`src/rtl/mem_pkg.sv`:
```
// rtl/mem_pkg.sv - memory size encodings, store entry type and alignment helper
package mem_pkg;

  localparam logic [1:0] MEM_NONE = 2'b00;
  localparam logic [1:0] MEM_WORD = 2'b01;
  localparam logic [1:0] MEM_HALF = 2'b10;
  localparam logic [1:0] MEM_BYTE = 2'b11;

  typedef struct packed {
    logic [31:0] addr;
    logic [31:0] data;
    logic [1:0]  size;
  } sb_entry_t;

  // Words need a 4-byte boundary, halves a 2-byte one; bytes (and "none") always pass.
  function automatic logic aligned(input logic [1:0] size, input logic [1:0] addr_lo);
    logic ok;
    case (size)
      MEM_WORD: ok = (addr_lo == 2'b00);
      MEM_HALF: ok = ~addr_lo[0];
      default:  ok = 1'b1;
    endcase
    return ok;
  endfunction

endpackage

```
`src/rtl/store_fifo.sv`:
```
// rtl/store_fifo.sv - posted-store queue with per-entry valid and word-address compare
module store_fifo
  import mem_pkg::*;
#(
  parameter int DEPTH = 4
) (
  input  logic                     Clk,
  input  logic                     Rst,
  input  logic                     push,
  input  logic                     pop,
  input  sb_entry_t                push_entry,
  input  logic [9:0]               cmp_word,
  output sb_entry_t                head_entry,
  output logic [DEPTH-1:0]         match,
  output logic [$clog2(DEPTH):0]   count,
  output logic                     full,
  output logic                     empty
);

  localparam int PW = $clog2(DEPTH);

  sb_entry_t          entries [DEPTH];
  logic [DEPTH-1:0]   valid;
  logic [PW-1:0]      head;
  logic [PW-1:0]      tail;
  logic [PW:0]        cnt;
  logic               do_push;
  logic               do_pop;

  assign full       = (cnt == (PW+1)'(DEPTH));
  assign empty      = (cnt == '0);
  assign count      = cnt;
  assign head_entry = entries[head];

  // A push into a full queue is only honoured when the head leaves in the same cycle.
  assign do_push = push && (!full || pop);
  assign do_pop  = pop && !empty;

  // Entry payload needs no reset: valid bits decide whether it is ever looked at.
  always_ff @(posedge Clk) begin
    if (do_push) entries[tail] <= push_entry;
  end

  // Pointers wrap naturally because DEPTH is a power of two.
  always_ff @(posedge Clk or posedge Rst) begin
    if (Rst) begin
      head <= '0;
      tail <= '0;
    end else begin
      if (do_push) tail <= tail + 1'b1;
      if (do_pop)  head <= head + 1'b1;
    end
  end

  // Clear before set so a full-queue push/pop on the same slot leaves it valid.
  always_ff @(posedge Clk or posedge Rst) begin
    if (Rst) begin
      valid <= '0;
    end else begin
      if (do_pop)  valid[head] <= 1'b0;
      if (do_push) valid[tail] <= 1'b1;
    end
  end

  // Occupancy moves by at most one; simultaneous push and pop cancel.
  always_ff @(posedge Clk or posedge Rst) begin
    if (Rst) begin
      cnt <= '0;
    end else begin
      case ({do_push, do_pop})
        2'b10:   cnt <= cnt + 1'b1;
        2'b01:   cnt <= cnt - 1'b1;
        default: cnt <= cnt;
      endcase
    end
  end

  // Word-granular overlap against every registered valid entry, including one popping now.
  always_comb begin
    match = '0;
    for (int i = 0; i < DEPTH; i++) begin
      match[i] = valid[i] && (entries[i].addr[11:2] == cmp_word);
    end
  end

endmodule

```
`src/rtl/store_buffer.sv`:
```
// rtl/store_buffer.sv - posted-store buffer: request decode, priority and load hazard stall
module store_buffer
  import mem_pkg::*;
#(
  parameter int DEPTH = 4
) (
  input  logic                     Clk,
  input  logic                     Rst,
  input  logic [1:0]               MemWriteIn,
  input  logic [1:0]               MemReadIn,
  input  logic [31:0]              AddrIn,
  input  logic [31:0]              WriteDataIn,
  output logic [31:0]              Address,
  output logic [31:0]              WriteData,
  output logic [1:0]               MemWrite,
  output logic [1:0]               MemRead,
  output logic                     Stall,
  output logic                     ReqError,
  output logic [$clog2(DEPTH):0]   Count,
  output logic                     Full,
  output logic                     Empty
);

  sb_entry_t        push_entry;
  sb_entry_t        head_entry;
  logic [DEPTH-1:0] match;
  logic             is_store;
  logic             is_load;
  logic             illegal;
  logic             load_ok;
  logic             store_ok;
  logic             hazard;
  logic             push;
  logic             drain;

  assign push_entry = '{addr: AddrIn, data: WriteDataIn, size: MemWriteIn};

  store_fifo #(.DEPTH(DEPTH)) u_fifo (
    .Clk        (Clk),
    .Rst        (Rst),
    .push       (push),
    .pop        (drain),
    .push_entry (push_entry),
    .cmp_word   (AddrIn[11:2]),
    .head_entry (head_entry),
    .match      (match),
    .count      (Count),
    .full       (Full),
    .empty      (Empty)
  );

  // Classify the request: simultaneous read+write or bad alignment drops it entirely.
  always_comb begin
    is_store = (MemWriteIn != MEM_NONE);
    is_load  = (MemReadIn != MEM_NONE);
    illegal  = (is_store && is_load)
            || (is_store && !aligned(MemWriteIn, AddrIn[1:0]))
            || (is_load  && !aligned(MemReadIn,  AddrIn[1:0]));
    load_ok  = is_load && !illegal;
    store_ok = is_store && !illegal;
    hazard   = load_ok && (|match);
  end

  // Priority: clean load, hazard load (stall + drain), store (drain only if full), idle drain.
  always_comb begin
    Address   = '0;
    WriteData = '0;
    MemWrite  = MEM_NONE;
    MemRead   = MEM_NONE;
    Stall     = 1'b0;
    ReqError  = illegal;
    push      = 1'b0;
    drain     = 1'b0;

    if (load_ok && !hazard) begin
      MemRead = MemReadIn;
      Address = AddrIn;
    end else if (load_ok) begin
      Stall = 1'b1;
      drain = 1'b1;
    end else if (store_ok) begin
      push  = 1'b1;
      drain = Full;
    end else begin
      drain = !Empty;
    end

    if (drain) begin
      MemWrite  = head_entry.size;
      Address   = head_entry.addr;
      WriteData = head_entry.data;
    end

    if (Rst) begin
      Address   = '0;
      WriteData = '0;
      MemWrite  = MEM_NONE;
      MemRead   = MEM_NONE;
      Stall     = 1'b0;
      ReqError  = 1'b0;
      push      = 1'b0;
      drain     = 1'b0;
    end
  end

endmodule

```
`config.mk`:
```
export PLATFORM = sky130hd
export DESIGN_NAME = store_buffer
export DESIGN_NICKNAME = d
export VERILOG_FILES = /design/src/rtl/mem_pkg.sv /design/src/rtl/store_fifo.sv /design/src/rtl/store_buffer.sv
export SDC_FILE = /design/constraint.sdc
export NUM_CORES = 1
export LEC_CHECK = 0
export ABC_AREA = 1
export CAP_MARGIN = 20
export CORE_MARGIN = 2
export CORE_UTILIZATION = 35
export DETAILED_ROUTE_END_ITERATION = 8
export PLACE_DENSITY = 0.62
export SYNTH_ARGS = -nofsm -noshare
export SYNTH_HDL_FRONTEND = slang
export SYNTH_HIERARCHICAL = 1
export SYNTH_SLANG_ARGS = --single-unit
```
`constraint.sdc`:
```
create_clock -name Clk -period 7.8 [get_ports Clk]
set_input_delay 1.17 -clock Clk [delete_from_list [all_inputs] [get_ports Clk]]
set_output_delay 1.17 -clock Clk [all_outputs]
set_load 0.005 [all_outputs]
```
* After elaboration in Yosys (flattened, before gate mapping)
Memory sizes are Yosys's and may differ from the RTL's. Index checks and enable logic that the tools add are counted. Widths: inputs -> output; s select.
Word-level totals: register bits 11, bits in writable memories 264, output and inout port bits 75, word-level logic and storage cells 90, memories kept 1
Cells by class: add/subtract/negate cells 4, $lt $le $gt $ge 4, eq/ne operators 11, multiplexer cells 32, bitwise logic cells 4, reduce and logical (&&, ||, !) cells 30
Memory list:
- u_fifo.entries | depth 4, width 66, read ports 5, clocked after Yosys merged registers in 0, wr ports 1, line store_fifo.sv:22 | sb_entry_t entries [DEPTH];
Operator list (number):
- $mux 32 | 5
- $eq 10x10->1 | 4
- $mux 1 | 16
- $logic_and 1x1->1 | 15
- $mux 2 | 4
- $mux 4 | 2
- $eq 2x1->1 const B | 3
- $eq 2x2->1 const B | 3
- $logic_not 1->1 | 6
- $lt 2x3->1 const B | 2
- $pmux 3 s2 | 1
- $reduce_bool 2->1 | 3
- $add 2x1->2 const B | 2
- $and 4x4->4 | 1
- $demux 1 s2 | 2
- $ge 2x1->1 const B | 2
- $not 4->4 | 1
- $or 4x4->4 | 1
- $pmux 1 s2 | 2
- $reduce_or 4->1 | 1
- $add 3x1->3 const B | 1
- $eq 3x3->1 const B | 1
- $logic_not 3->1 | 1
- $logic_or 1x1->1 | 3
- other kinds (3) | 3

* Logic depth before layout (Yosys ltp)
word-level depth 17, gate-level depth with buffers 24, gate-level depth less buffers 22

* Cells and area by module
Netlist, hierarchy kept.
By module, submodules not included:
- store_fifo | instances 1, cells each 880, area an instance 11245.8 um^2
- store_buffer | instances 1, cells each 223, area an instance 1102.3 um^2

* Worst setup path after synthesis
OpenSTA, ideal clock, no wires.
path kind input to register, from in AddrIn[10], to mem u_fifo/entries[0][0] (netlist bit), enable pin, library setup time 0.491 ns, data arrival time 5.501 ns, required time 7.309 ns, path slack 1.809 ns, cell stages on the path 19, buffers on the path 3, cells stage by stage clkbuf_2 inv_1 nand2_1 nand2_1 inv_1 nand2_1 nor2_1 nand2_1 nor2_1 nor2_1 nand2_1 nor2_1 nor2_4 nand2_4 buf_6 inv_1 o21ai_2 buf_4 nor2_1
On the way: word-level cells in the longest chain between the ends 12, elaborated cells on any way between the ends 20, classes of those cells eq/ne (4); mux (6); reduce/logical (10)
RTL lines:
- from (decl) | line store_buffer.sv:11 | input logic [31:0] AddrIn,
- $eq 10x10->1 | line store_fifo.sv:82 | match[i] = valid[i] && (entries[i].addr[11:2] == cmp_word);
- $logic_and 1x1->1 | line store_fifo.sv:82
- named net match[2] | line store_buffer.sv:26 | logic [DEPTH-1:0] match;
- $reduce_or 4->1 | line store_buffer.sv:61 | hazard = load_ok && (|match);
- $logic_and 1x1->1 | line store_buffer.sv:61
- $logic_not 1->1 | line store_buffer.sv:75 | if (load_ok && !hazard) begin
- $logic_and 1x1->1 | line store_buffer.sv:75
- $mux 1 | line store_buffer.sv:75
- $mux 1 | line store_buffer.sv:94 | if (Rst) begin
- named net drain | line store_buffer.sv:34 | logic drain;
- $logic_or 1x1->1 | line store_fifo.sv:36 | assign do_push = push && (!full || pop);
- $logic_and 1x1->1 | line store_fifo.sv:36
- $mux 1 | line store_fifo.sv:41 | if (do_push) entries[tail] <= push_entry;
- $mux 1 (not written as such) | line store_fifo.sv:41
- to (decl) | line store_fifo.sv:22
The timed path passes the listed nets, and every way through them passes these cells.

* Final worst setup path
from in MemWriteIn[0], to out WriteData[31]
On the way: word-level cells in the longest chain between the ends 14, elaborated cells on any way between the ends 20, classes of those cells eq/ne (2); mux (6); reduce/logical (12)
RTL lines:
- from (decl) | line store_buffer.sv:9 | input logic [1:0] MemWriteIn,
- $eq 2x2->1 / $eq 2x1->1 (equally long branches) | line mem_pkg.sv:18 | case (size)
- $pmux 1 s2 | line mem_pkg.sv:18
- $logic_not 1->1 | line store_buffer.sv:57 | || (is_store && !aligned(MemWriteIn, AddrIn[1:0]))
- $logic_and 1x1->1 | line store_buffer.sv:57
- $logic_or 1x1->1 | line store_buffer.sv:57
- $logic_or 1x1->1 | line store_buffer.sv:58 | || (is_load && !aligned(MemReadIn, AddrIn[1:0]));
- $logic_not 1->1 | line store_buffer.sv:59, store_buffer.sv:60
- $logic_and 1x1->1 | line store_buffer.sv:59 | load_ok = is_load && !illegal;
- $logic_and 1x1->1 | line store_buffer.sv:61
- $logic_not 1->1 | line store_buffer.sv:75
- $logic_and 1x1->1 | line store_buffer.sv:75
- $mux 1 (*) | line store_buffer.sv:75
- $mux 32 (*) | line store_buffer.sv:88 | if (drain) begin
- $mux 32 (*) | line store_buffer.sv:94
- to (decl) | line store_buffer.sv:14 | output logic [31:0] WriteData,
Every way passes the cells marked *; elsewhere a longest branch is shown, timed or not.

==> summary.txt <==
Run status
  • Outcome: finished, final reports clean

Global routing
  • GR Util met3: 2.887%
  • First-pass GRT wire length: 45.76 mm
  • Met2 usage: 27.23%
  • Met1 usage: 21.69%
  • All-Layer GR Usage: 16.16%
  • Largest net degree at the start of global routing: 143
  • Most Used Layer, Global Route: met2
  • Initial antenna violation count: 1
  • Vias in the first global route: 8,005
  • Grt ovf: 0

Detailed routing
  • DRC: 0
  • Routed vias: 8,224
  • Vias per cell: 4.821
  • DRT antenna net count: 0
  • Drt initial violations: 518
  • First drt pass iteration count: 5
  • Detailed Route WL: 29.95 mm
  • WL per Instance: 17.56 µm

Logic synthesis
  • Syn nets: 1,189
  • Yosys Warn Count: 6
  • EDFF count, synth: 264
  • Mean Syn Cell Area: 11.20 µm²
  • FF+latch count, synth: 275
  • Synth cell types: 37
  • Seq/Total Area, Yosys: 66.43%
  • Top_reg_cell synth: edfxtp_1
  • Syn Inst Count: 1,103
  • Async set-or-reset flop fraction in the synthesized netlist: 4.000%
  • Mapped Area: 12,350 µm²

Clocking
  • Reg clk slew, reported paths: 0.06 ns
  • Maximum clock path buffer count: 3
  • Htree depth: 1
  • CTS root buf: clkbuf_16
  • CTS buffer count: 29
  • Post-cts sizing count: 0
  • CTS Sinks: 275
  • CTS tree: yes
  • Postcts setup bufs: 0
  • Worst skew pair latency: 0.56 ns
  • Hold-fix buffers, CTS: 0

Worst setup path
  • Max incr delay on CP: 0.63 ns
  • Critical path endpoint category: output port
  • Worst-path fanout max: 35
  • Critical Path RT: 6.63 ns
  • Slowest cell on crit path: clkdlybuf4s50_1
  • Crit path DAT: 4.47 ns
  • Crit path launch type: primary input
  • Worst Path Class, Setup: primary input to output port
  • CP Cell Sequence: clkdlybuf4s50_1 -> inv_1 -> ha_1 -> inv_1 -> a21oi_1 -> a21oi_2 -> nand3_1 -> nand2_1 -> nand3_2 -> buf_4 -> nand2_4 -> nor2_1 -> clkdlybuf4s50_1

Place
  • GP Congestion: 0.7845
  • Placed cell area: 14,000 µm²
  • Port buffer count: 144
  • Post-place setup slack: 1.755 ns
  • DPL Wire Length: 16.61 mm

Layout
  • Fillers: 3,293
  • Share of layout cells above drive strength 1: 7.200%
  • Nets: 1,317
  • Syn-to-layout area delta: 20.52%
  • Design area: 14,880 µm²

STA
  • # setup viols final: 0
  • RSZ-0062 raised after global routing: no
  • Worst Skew: 0.01877 ns
  • Slew margin rel.: 35.22%
  • Setup_tns: 0 ns
  • Final Hold Slack: 0.5021 ns
  • Final slew viol count: 0
  • Fmax: 0.1773 GHz
  • Min Tclk post-route: 5.641 ns
  • Worst setup margin: 2.159 ns
  • Final worst path period share: 72.32%
  • Measured slew at the worst slew-check pin: 0.9693 ns
  • Final hold violations: 0

Power and ir drop
  • Worst vdd ir: 0.0002189 V
  • Leakage power: 5.429 nW
  • Design Power: 4.501 mW
  • Cell Pwr Density: 302.5 nW/µm²

Floorplan
  • Area of the core: 34,630 µm²
  • Row count: 68
  • Die W: 191.8 µm
  • Num ports: 145
  • Initial Utilization: 35.66%
  • Die area: 36,800 µm²
  • Chip height: 191.8 µm

Flow run
  • Max_cap viols: 0

Worst hold path
  • Worst hold path type: flip-flop to flip-flop
-- final timing paths --
check                                 from                    end  slack (ns)  cells after the start
max in group asynchronous              Rst         u_fifo/head[0]        6.25                      2
min reg2reg                u_fifo/valid[2]        u_fifo/valid[2]        0.50                      2
min                        u_fifo/valid[2]        u_fifo/valid[2]        0.50                      2
max reg2reg                u_fifo/count[0]  u_fifo/entries[0][49]        3.59                     11
min in group asynchronous              Rst         u_fifo/tail[1]        1.16                      2
max                          MemWriteIn[0]          WriteData[31]        2.16                     13
-- flip-flops by register name, indices dropped and copies added, names as in the netlist --
| name | flops |
|---|---|
| u_fifo/entries | 264 |
| u_fifo/valid | 4 |
| u_fifo/count | 3 |
| u_fifo/head | 2 |
| u_fifo/tail | 2 |
-- worst max-delay path, delay by kind of cell --
family          cells  cell delay, ns
buf+inv             5            1.73
compound gates      2            0.27
simple gates        5            1.00
fa+ha+maj           1            0.29
-- cell families after synthesis --
group,after synthesis,synth area share (%)
and+or+nand+nor,400,13.48
DFF,275,66.43
AOI/OAI and AO/OA,223,9.849
buffers and inverters,171,7.285
xor gates and xnor gates,18,1.277
adders and majority gates,16,1.682
-- per-stage QoR --
step | util, % | cells
2_1_floorplan | - | 1103
3_3_place_gp | 40.44 | 1654
3_5_place_dp | 40.44 | 1654
4_1_cts | 42.89 | 1704
5_1_grt | 42.97 | 1705
6_report | 42.98 | 1706
-- cell usage in the layout (no fill, tap or decap), drive strengths merged, types with 11 or more instances in the layout --
cell / instances
o21ai: 137
ha: 15
inv: 113
buf: 12
nand3: 48
clkinv: 13
clkdlybuf4s50: 144
xnor2: 15
dfrtp: 11
edfxtp: 264
o22ai: 59
nor2: 179
a21oi: 24
clkbuf: 33
nand2: 170
-- cells in the mapped netlist (4+ instances only) --
| cell type | number | share of area (%) |
|---|---|---|
| xnor2_1 | 15 | 1.1 |
| clkbuf_1 | 13 | 0.40 |
| buf_4 | 7 | 0.43 |
| o22ai_1 | 59 | 3.0 |
| buf_6 | 16 | 1.5 |
| a21oi_1 | 23 | 0.93 |
| edfxtp_1 | 264 | 64 |
| nor2_1 | 157 | 4.8 |
| clkbuf_2 | 4 | 0.16 |
| o21ai_1 | 19 | 0.77 |
| o21ai_0 | 114 | 4.6 |
| inv_1 | 109 | 3.3 |
| buf_2 | 11 | 0.45 |
| nand3_1 | 46 | 1.9 |
| nand2_1 | 169 | 5.1 |
| dfrtp_1 | 11 | 2.2 |
| ha_1 | 15 | 1.5 |
| o21ai_2 | 4 | 0.28 |
| nor2_2 | 20 | 1.0 |
-- power breakdown --
| part | switching (mW) | total (mW) | internal (mW) |
|---|---|---|---|
| combinational | 0.885 | 1.50 | 0.610 |
| clock | 0.551 | 1.26 | 0.706 |
| sequential | 0.0751 | 1.75 | 1.67 |
-- layout make-up --
type                       instances  area (µm²)  area share [%]
multi-input combinational        657        3276           22.01
clock buffer                      33       740.7           4.977
antenna                            1       2.502         0.01682
clock inverter                    17       108.9          0.7315
timing repair buffer             156        1551           10.43
tap                              455       569.3           3.825
inverter                         112       425.4           2.859
sequential                       275        8208           55.15
-- metal layers --
metal  up-vias  part of all wire [%]
met5         -                     0
li1       4034                     -
met1      3929                    44
met2       223                    48
met3        38                   5.7
met4         0                   2.3
Note: power is estimated with default switching activity, not from simulation.
